===== src/rtl/kmac_msg_fifo.sv =====
// ---------------------------------------------------------------------------
// kmac_msg_fifo
//
// Message buffer between the 32-bit KMAC register write path and the 64-bit
// SHA3 absorb datapath. Pairs of register writes are packed into one message
// word (low half = earlier write) and queued in a small FIFO. A write flagged
// wlast while no half is pending is pushed alone as a half word (mask 0x0F).
//
// Optional feature macro: KMAC_MSG_FIFO_ERR_EN
//   defined   : err is a sticky flag for write overruns (wvalid && !wready)
//               and read underruns (rready && !rvalid), cleared by err_clr.
//   undefined : err is tied low and err_clr is ignored.
//
// Ports
//   clk, rst        clock, asynchronous active-high reset
//   clear           synchronous flush of FIFO and packer (err untouched)
//   wvalid/wready   register write handshake, wdata, wlast (end of message)
//   rvalid/rready   head-of-FIFO handshake, rdata, rmask, rlast
//   fifo_depth      occupied entries, zero-extended to DepthW+1 bits
//   fifo_empty      no entries
//   fifo_full       Depth entries
//   err, err_clr    sticky protocol error and its clear
// ---------------------------------------------------------------------------
module kmac_msg_fifo #(
  parameter int RegWidth = 32,
  parameter int MsgWidth = 64,
  parameter int Depth    = 10,
  parameter int DepthW   = $clog2(Depth + 1)
) (
  input  logic                  clk,
  input  logic                  rst,
  input  logic                  clear,
  input  logic                  wvalid,
  output logic                  wready,
  input  logic [RegWidth-1:0]   wdata,
  input  logic                  wlast,
  output logic                  rvalid,
  input  logic                  rready,
  output logic [MsgWidth-1:0]   rdata,
  output logic [MsgWidth/8-1:0] rmask,
  output logic                  rlast,
  output logic [DepthW:0]       fifo_depth,
  output logic                  fifo_empty,
  output logic                  fifo_full,
  output logic                  err,
  input  logic                  err_clr
);

  localparam int MaskW = MsgWidth / 8;
  localparam int PtrW  = (Depth > 1) ? $clog2(Depth) : 1;

  localparam logic [PtrW-1:0]   LastPtr   = PtrW'(Depth - 1);
  localparam logic [DepthW-1:0] FullCount = DepthW'(Depth);

  typedef enum logic {
    ST_IDLE = 1'b0,
    ST_HALF = 1'b1
  } pack_state_e;

  pack_state_e           state_q, state_d;
  logic [RegWidth-1:0]   low_q, low_d;
  logic [PtrW-1:0]       wptr_q, wptr_d;
  logic [PtrW-1:0]       rptr_q, rptr_d;
  logic [DepthW-1:0]     count_q, count_d;

  // Entry storage. Only the word, a full/half flag and the last flag are kept;
  // the byte mask is rebuilt from the flag on the way out.
  logic [MsgWidth-1:0]   mem_data_q [Depth];
  logic                  mem_full_q [Depth];
  logic                  mem_last_q [Depth];

  logic                  accept;
  logic                  push;
  logic                  pop;
  logic [MsgWidth-1:0]   push_data;
  logic                  push_full;

  function automatic logic [PtrW-1:0] ptr_inc(input logic [PtrW-1:0] p);
    // Explicit wrap so non-power-of-two depths work.
    return (p == LastPtr) ? '0 : p + 1'b1;
  endfunction

  // Handshake status comes from registered state only.
  assign fifo_full  = (count_q == FullCount);
  assign fifo_empty = (count_q == '0);
  assign wready     = !fifo_full;
  assign rvalid     = !fifo_empty;
  assign fifo_depth = {1'b0, count_q};

  // clear blocks every write and pop in its cycle.
  assign accept = wvalid && wready && !clear;
  assign push   = accept && ((state_q == ST_HALF) || wlast);
  assign pop    = rvalid && rready && !clear;

  assign push_full = (state_q == ST_HALF);
  assign push_data = push_full ? {wdata, low_q}
                               : {{(MsgWidth - RegWidth){1'b0}}, wdata};

  always_comb begin
    state_d = state_q;
    low_d   = low_q;
    wptr_d  = wptr_q;
    rptr_d  = rptr_q;
    count_d = count_q;
    if (clear) begin
      state_d = ST_IDLE;
      low_d   = '0;
      wptr_d  = '0;
      rptr_d  = '0;
      count_d = '0;
    end else begin
      if (accept) begin
        if (state_q == ST_HALF) begin
          state_d = ST_IDLE;
        end else if (!wlast) begin
          state_d = ST_HALF;
          low_d   = wdata;
        end
      end
      if (push) begin
        wptr_d = ptr_inc(wptr_q);
      end
      if (pop) begin
        rptr_d = ptr_inc(rptr_q);
      end
      // Simultaneous push and pop leaves the count unchanged.
      if (push && !pop) begin
        count_d = count_q + 1'b1;
      end else if (pop && !push) begin
        count_d = count_q - 1'b1;
      end
    end
  end

  always_ff @(posedge clk or posedge rst) begin
    if (rst) begin
      state_q <= ST_IDLE;
      low_q   <= '0;
      wptr_q  <= '0;
      rptr_q  <= '0;
      count_q <= '0;
    end else begin
      state_q <= state_d;
      low_q   <= low_d;
      wptr_q  <= wptr_d;
      rptr_q  <= rptr_d;
      count_q <= count_d;
    end
  end

  // Storage needs no reset: nothing is visible until count says so.
  always_ff @(posedge clk) begin
    if (push) begin
      mem_data_q[wptr_q] <= push_data;
      mem_full_q[wptr_q] <= push_full;
      mem_last_q[wptr_q] <= wlast;
    end
  end

  // Head outputs are gated by rvalid so an empty FIFO (and reset) shows zeros
  // instead of stale or uninitialised storage.
  always_comb begin
    rdata = '0;
    rmask = '0;
    rlast = 1'b0;
    if (rvalid) begin
      rdata = mem_data_q[rptr_q];
      rmask = mem_full_q[rptr_q] ? {MaskW{1'b1}}
                                 : {{(MaskW / 2){1'b0}}, {(MaskW / 2){1'b1}}};
      rlast = mem_last_q[rptr_q];
    end
  end

`ifdef KMAC_MSG_FIFO_ERR_EN
  logic err_q;
  logic err_set;

  assign err_set = (wvalid && !wready) || (rready && !rvalid);

  // A new error in the same cycle as err_clr keeps the flag set.
  always_ff @(posedge clk or posedge rst) begin
    if (rst) begin
      err_q <= 1'b0;
    end else if (err_set) begin
      err_q <= 1'b1;
    end else if (err_clr) begin
      err_q <= 1'b0;
    end
  end

  assign err = err_q;
`else
  logic unused_err_clr;
  assign unused_err_clr = err_clr;
  assign err = 1'b0;
`endif

endmodule


===== config.mk =====
export PLATFORM = sky130hd
export DESIGN_NAME = kmac_msg_fifo
export DESIGN_NICKNAME = d
export VERILOG_FILES = /design/src/rtl/kmac_msg_fifo.sv
export SDC_FILE = /design/constraint.sdc
export NUM_CORES = 1
export LEC_CHECK = 0
export BUFFER_PORTS_ARGS = -buffer_cell sky130_fd_sc_hd__buf_2
export CAP_MARGIN = 25
export CORE_MARGIN = 2
export CORE_UTILIZATION = 60
export CTS_BUF_LIST = sky130_fd_sc_hd__clkbuf_4
export CTS_CLUSTER_SIZE = 10
export DETAILED_ROUTE_END_ITERATION = 10
export HOLD_SLACK_MARGIN = 0.05
export PLACE_DENSITY = 0.87
export SLEW_MARGIN = 25
export SYNTH_ARGS = -nofsm -noshare
export SYNTH_HDL_FRONTEND = slang
export SYNTH_SLANG_ARGS = --single-unit
export TNS_END_PERCENT = 10

===== constraint.sdc =====
create_clock -name clk -period 17.55 [get_ports clk]
set_input_delay 5.265 -clock clk [delete_from_list [all_inputs] [get_ports clk]]
set_output_delay 5.265 -clock clk [all_outputs]
set_load 0.05 [all_outputs]

* Word level (Yosys, flattened, before mapping) *
Memory sizes are Yosys's and may differ from the RTL's.
Index checks and enable logic that the tools add are counted.

word-level totals
  flip-flop bits (word level) = 45
  RAM bits = 660
  word-level logic and storage cells = 60
  memories = 3

operators by class
  add/subtract/negate cells = 4
  equal/unequal tests = 5
  multiplexer cells = 24
  reductions and logical operators = 19

memories
  name        words  width  rd ports  clocked after memory_dff  write ports  line  RTL
  mem_data_q  10     64     1         0                         1            68    logic [MsgWidth-1:0] mem_data_q [Depth];
  mem_full_q  10     1      1         0                         1            69    logic mem_full_q [Depth];
  mem_last_q  10     1      1         0                         1            70    logic mem_last_q [Depth];

operator list
  kind                                                                count
  32-bit 2-to-1 mux                                                   4
  64-bit 2-to-1 mux                                                   2
  4-bit 2-to-1 mux                                                    9
  8-bit 2-to-1 mux                                                    2
  4-bit by 1-bit adder with 4-bit output, second input constant       3
  4-bit == test, second input constant                                3
  1-bit logical AND                                                   7
  1-bit 2-to-1 mux                                                    7
  2-bit nonzero test                                                  3
  1-bit logical NOT                                                   5
  4-bit logical NOT                                                   1
  2-bit inequality test, second input constant                        2
  4-bit by 1-bit subtractor with 4-bit output, second input constant  1
  3-bit AND reduction                                                 1
  3-bit nonzero test                                                  1
  1-bit logical OR                                                    1

* Logic depth before layout (Yosys ltp) *
  word-level depth = 10
  depth in mapped cells = 10
  mapped depth without buffers = 9

* Worst setup path after synthesis *
Ideal clock, no wire load.

  path type = input to register
  start point = in clear
  end point = mem mem_data_q[8][0] (enable)
  setup time = 653 ps
  arrival time = 11997 ps
  slack = 4900 ps
  cell stages on the path = 3
  buffers on the path = 1
  cell sequence = clkbuf_1 > nand4b_2 > nor4_1

between the ends
  word-level cells in the longest chain between the ends = 5

RTL lines
  what                                    line  RTL
  start: declaration                      32    input logic clear,
  1-bit logical NOT                       91    assign accept = wvalid && wready && !clear;
  1-bit logical AND                       91
  1-bit logical AND                       92    assign push = accept && ((state_q == ST_HALF) || wlast);
  1-bit 2-to-1 mux                        153   if (push) begin
  1-bit 2-to-1 mux (not written as such)  154   mem_data_q[wptr_q] <= push_data;
  end: declaration                        68

Every way passes these cells.

* Worst setup path after layout *
  start point = reg rptr_q[0]
  end point = out rdata[49]

between the ends
  word-level cells in the longest chain between the ends = 2

RTL lines
  what                      line  RTL
  start: declaration        63    logic [PtrW-1:0] rptr_q, rptr_d;
  start signal: assignment  146   rptr_q <= rptr_d;
  memory 10 x 64 bit        n/a
  64-bit 2-to-1 mux         166   if (rvalid) begin
  end: declaration          39    output logic [MsgWidth-1:0] rdata,

Every way passes these cells.

==> reports/results.txt <==
Vias per cell = 6.39
Initial Util = 0.605
TritonCTS clock tree = done
Number of I/O pins = 122
R2r endpoint = mem_data_q[7][19]$_DFFE_PP_
Synthesized area per cell = 20.1 um^2
Post-DP Area = 0.0291 mm^2
Initial antenna violation count = 7
Most common cell after layout, fill and taps aside = edfxtp_1
Ys async rst share = 0.0638
H-tree levels = 4
Final wirelength = 64.5 mm
VDD IR max = 0.000106 V
CTS root buf = clkbuf_4
Post-DP HPWL = 33.2 mm
Die Y = 220 um
Largest net degree at the start of global routing = 86
CORE AREA = 0.0463 mm^2
Share of the synthesized area in the top cell type = 0.709
Netlist cell types = 44
Max Clock Skew = 0.0601 ns
TNS Setup = 0 ns
Most frequent cells in the layout = edfxtp_1 (660), clkbuf_4 (260), mux4_2 (132), a211oi_1 (132), buf_2 (118)
Area leader, netlist = edfxtp_1
Minimum clock period = 9.84 ns
Status = finished, final reports clean
Max Cap Viol = 0
Final worst setup slack = 7.71 ns
Port buffer count = 118
Reg2reg start = count_q[0]$_DFFE_PP0P_
Setup CP Type = register to output pin
Ys Warns = 0
Fin cells = 2356
Final setup fails = 0
FF-to-FF setup slack = 13.96 ns
Routed len/inst = 27.4 um
Post-DRT Antenna Nets = 0
Std cell rows = 79
Drt drc = 0
Tot Pwr = 4.46 mW
Post-CTS sizing = 0
Hold depth = 1
Number of placed instances, taps included = 2042
Routed vias = 15100
FILL cells = 2815
Critical Path End = rdata[49]
Yosys reg bits = 705
Number of synthesized flops with an enable pin = 660
Minimum hold slack = 0.504 ns
CP arrival = 4.58 ns
Max-slew headroom = 0.298
Clk buf depth = 3
Die width = 220 um
Critical path endpoint category = output pin
Slew Limit Fails = 0
Clock transition at the registers of the reported paths = 0.07 ns
Worst R2R Path Depth = 5
RSZ-0062 raised after global routing = false
Startpoint types = register
Sequential share of the synthesized area = 0.749
Fmax achieved = 102 MHz
Leak = 10.4 nW
Mapped Cells = 1393
Layout Nets = 1652
Utilization after layout = 0.680
Ys flop type = edfxtp_1
Share of cells above drive strength 1 = 0.352
Vias in the first global route = 15700
Pwr Density = 142 mW/mm^2
Worst Setup SP = rptr_q[0]$_DFFE_PP0P_
Cell area after synthesis = 0.0280 mm^2
Post-CTS setup buffer count = 0
Layout area overhead = 12.4%
Post-CTS Hold Buffers = 0
Global-route wire length before repair = 94.7 mm
Most area-consuming cells after synthesis = edfxtp_1 (71%), mux4_2 (11%), dfrtp_1 (4.0%), a211oi_1 (3.5%), mux2i_1 (2.4%)
Crit path max fanout = 54
Worst slew pin tran = 1.05 ns
Place WS = 7.56 ns
Fin crit share = 0.561
CTS buffer count = 169
Hold crit path type = register to register
GPL Wtd Cong = 0.785
Clk_lat worst skew = 0.91 ns
Total GRT Usage = 0.273
Clock sinks = 705
Register Area = 0.0210 mm^2
Total gr overflow = 0
CP Data Required Time = 12.28 ns
DIE AREA = 0.0484 mm^2
Design Area, Final = 0.0314 mm^2
Area of the multi-input gates = 0.00652 mm^2
DRT Pass-1 Iters = 5
Final Hold Vio Count = 0
Initial drt markers = 1768
==> worst min-delay path by stage <==
| stage | startpoint | endpoint | slack (ns) |
|---|---|---|---|
| after floorplan | low_q[0]$_DFFE_PP0P_ | low_q[0]$_DFFE_PP0P_ | 0.47 |
| after global placement | low_q[5]$_DFFE_PP0P_ | low_q[5]$_DFFE_PP0P_ | 0.48 |
| after detailed placement | low_q[27]$_DFFE_PP0P_ | low_q[27]$_DFFE_PP0P_ | 0.49 |
| after CTS | low_q[1]$_DFFE_PP0P_ | low_q[1]$_DFFE_PP0P_ | 0.50 |
| after global routing | low_q[14]$_DFFE_PP0P_ | low_q[14]$_DFFE_PP0P_ | 0.53 |
| final | low_q[1]$_DFFE_PP0P_ | low_q[1]$_DFFE_PP0P_ | 0.50 |
==> cell type report <==
cell class                      count  share of cell area
Sequential cell                   705               0.667
Multi-Input combinational cell    579               0.207
Clock buffer                      260              0.0621
Timing Repair Buffer              146              0.0272
Tap cell                          607              0.0242
Clock inverter                     47              0.0111
Inverter                            7            0.000836
Antenna cell                        5            0.000398
==> worst max-delay path, stage by stage (launching register included) <==
cell and delay (ns):
dfrtp_4 0.71, buf_6 0.66, buf_4 0.58, mux4_2 0.34, and2_1 0.15, a211oi_1 0.06
a211oi_1 0.78, buf_2 0.40
==> power by group <==
| group | internal [mW] | switching, mW |
|---|---|---|
| clock | 0.762 | 0.631 |
| combinational | 0.341 | 0.833 |
| sequential | 1.87 | 0.0235 |
| total | 2.97 | 1.49 |
==> registers in the layout, summed over array words and instances (netlist names) <==
| register | count |
|---|---|
| count_q | 4 |
| low_q | 32 |
| mem_data_q | 640 |
| mem_full_q | 10 |
| mem_last_q | 10 |
| push_full | 1 |
| rptr_q | 4 |
| wptr_q | 4 |
==> logic make-up after synthesis <==
family / Yosys count / share of synthesized area
xor+xnor: 4 / 0.00192
flops: 705 / 0.749
buf+inv: 110 / 0.0207
mux: 232 / 0.144
fa+ha+maj: 5 / 0.00251
simple gates: 155 / 0.0332
compound gates: 181 / 0.0492
other cells: 1 / 0.000134
==> layer usage <==
layer	share of wire	vias to the layer above	GRT usage
met4	0.033	4	0.121
met1	0.36	7662	0.360
met5	0.00042	-	0
met2	0.50	992	0.440
met3	0.11	145	0.0650
li1	-	6256	-
==> cell usage after synthesis, types with 2 or more instances <==
library cell / instances
a22o_1: 32
a211oi_1: 132
nand2b_1: 4
nand3_1: 3
nand4_1: 2
dfrtp_1: 45
nand2_1: 6
ha_1: 4
nor3_1: 7
edfxtp_1: 660
a21oi_1: 8
or2_2: 2
buf_4: 19
or3_1: 4
o21ai_0: 4
buf_2: 21
nor2_1: 19
mux4_2: 132
nor2b_1: 2
buf_1: 5
clkbuf_1: 49
mux2_2: 32
buf_6: 9
and2_1: 98
inv_1: 7
mux2i_1: 68
xnor2_1: 2
(Power assumes the default switching activity.)
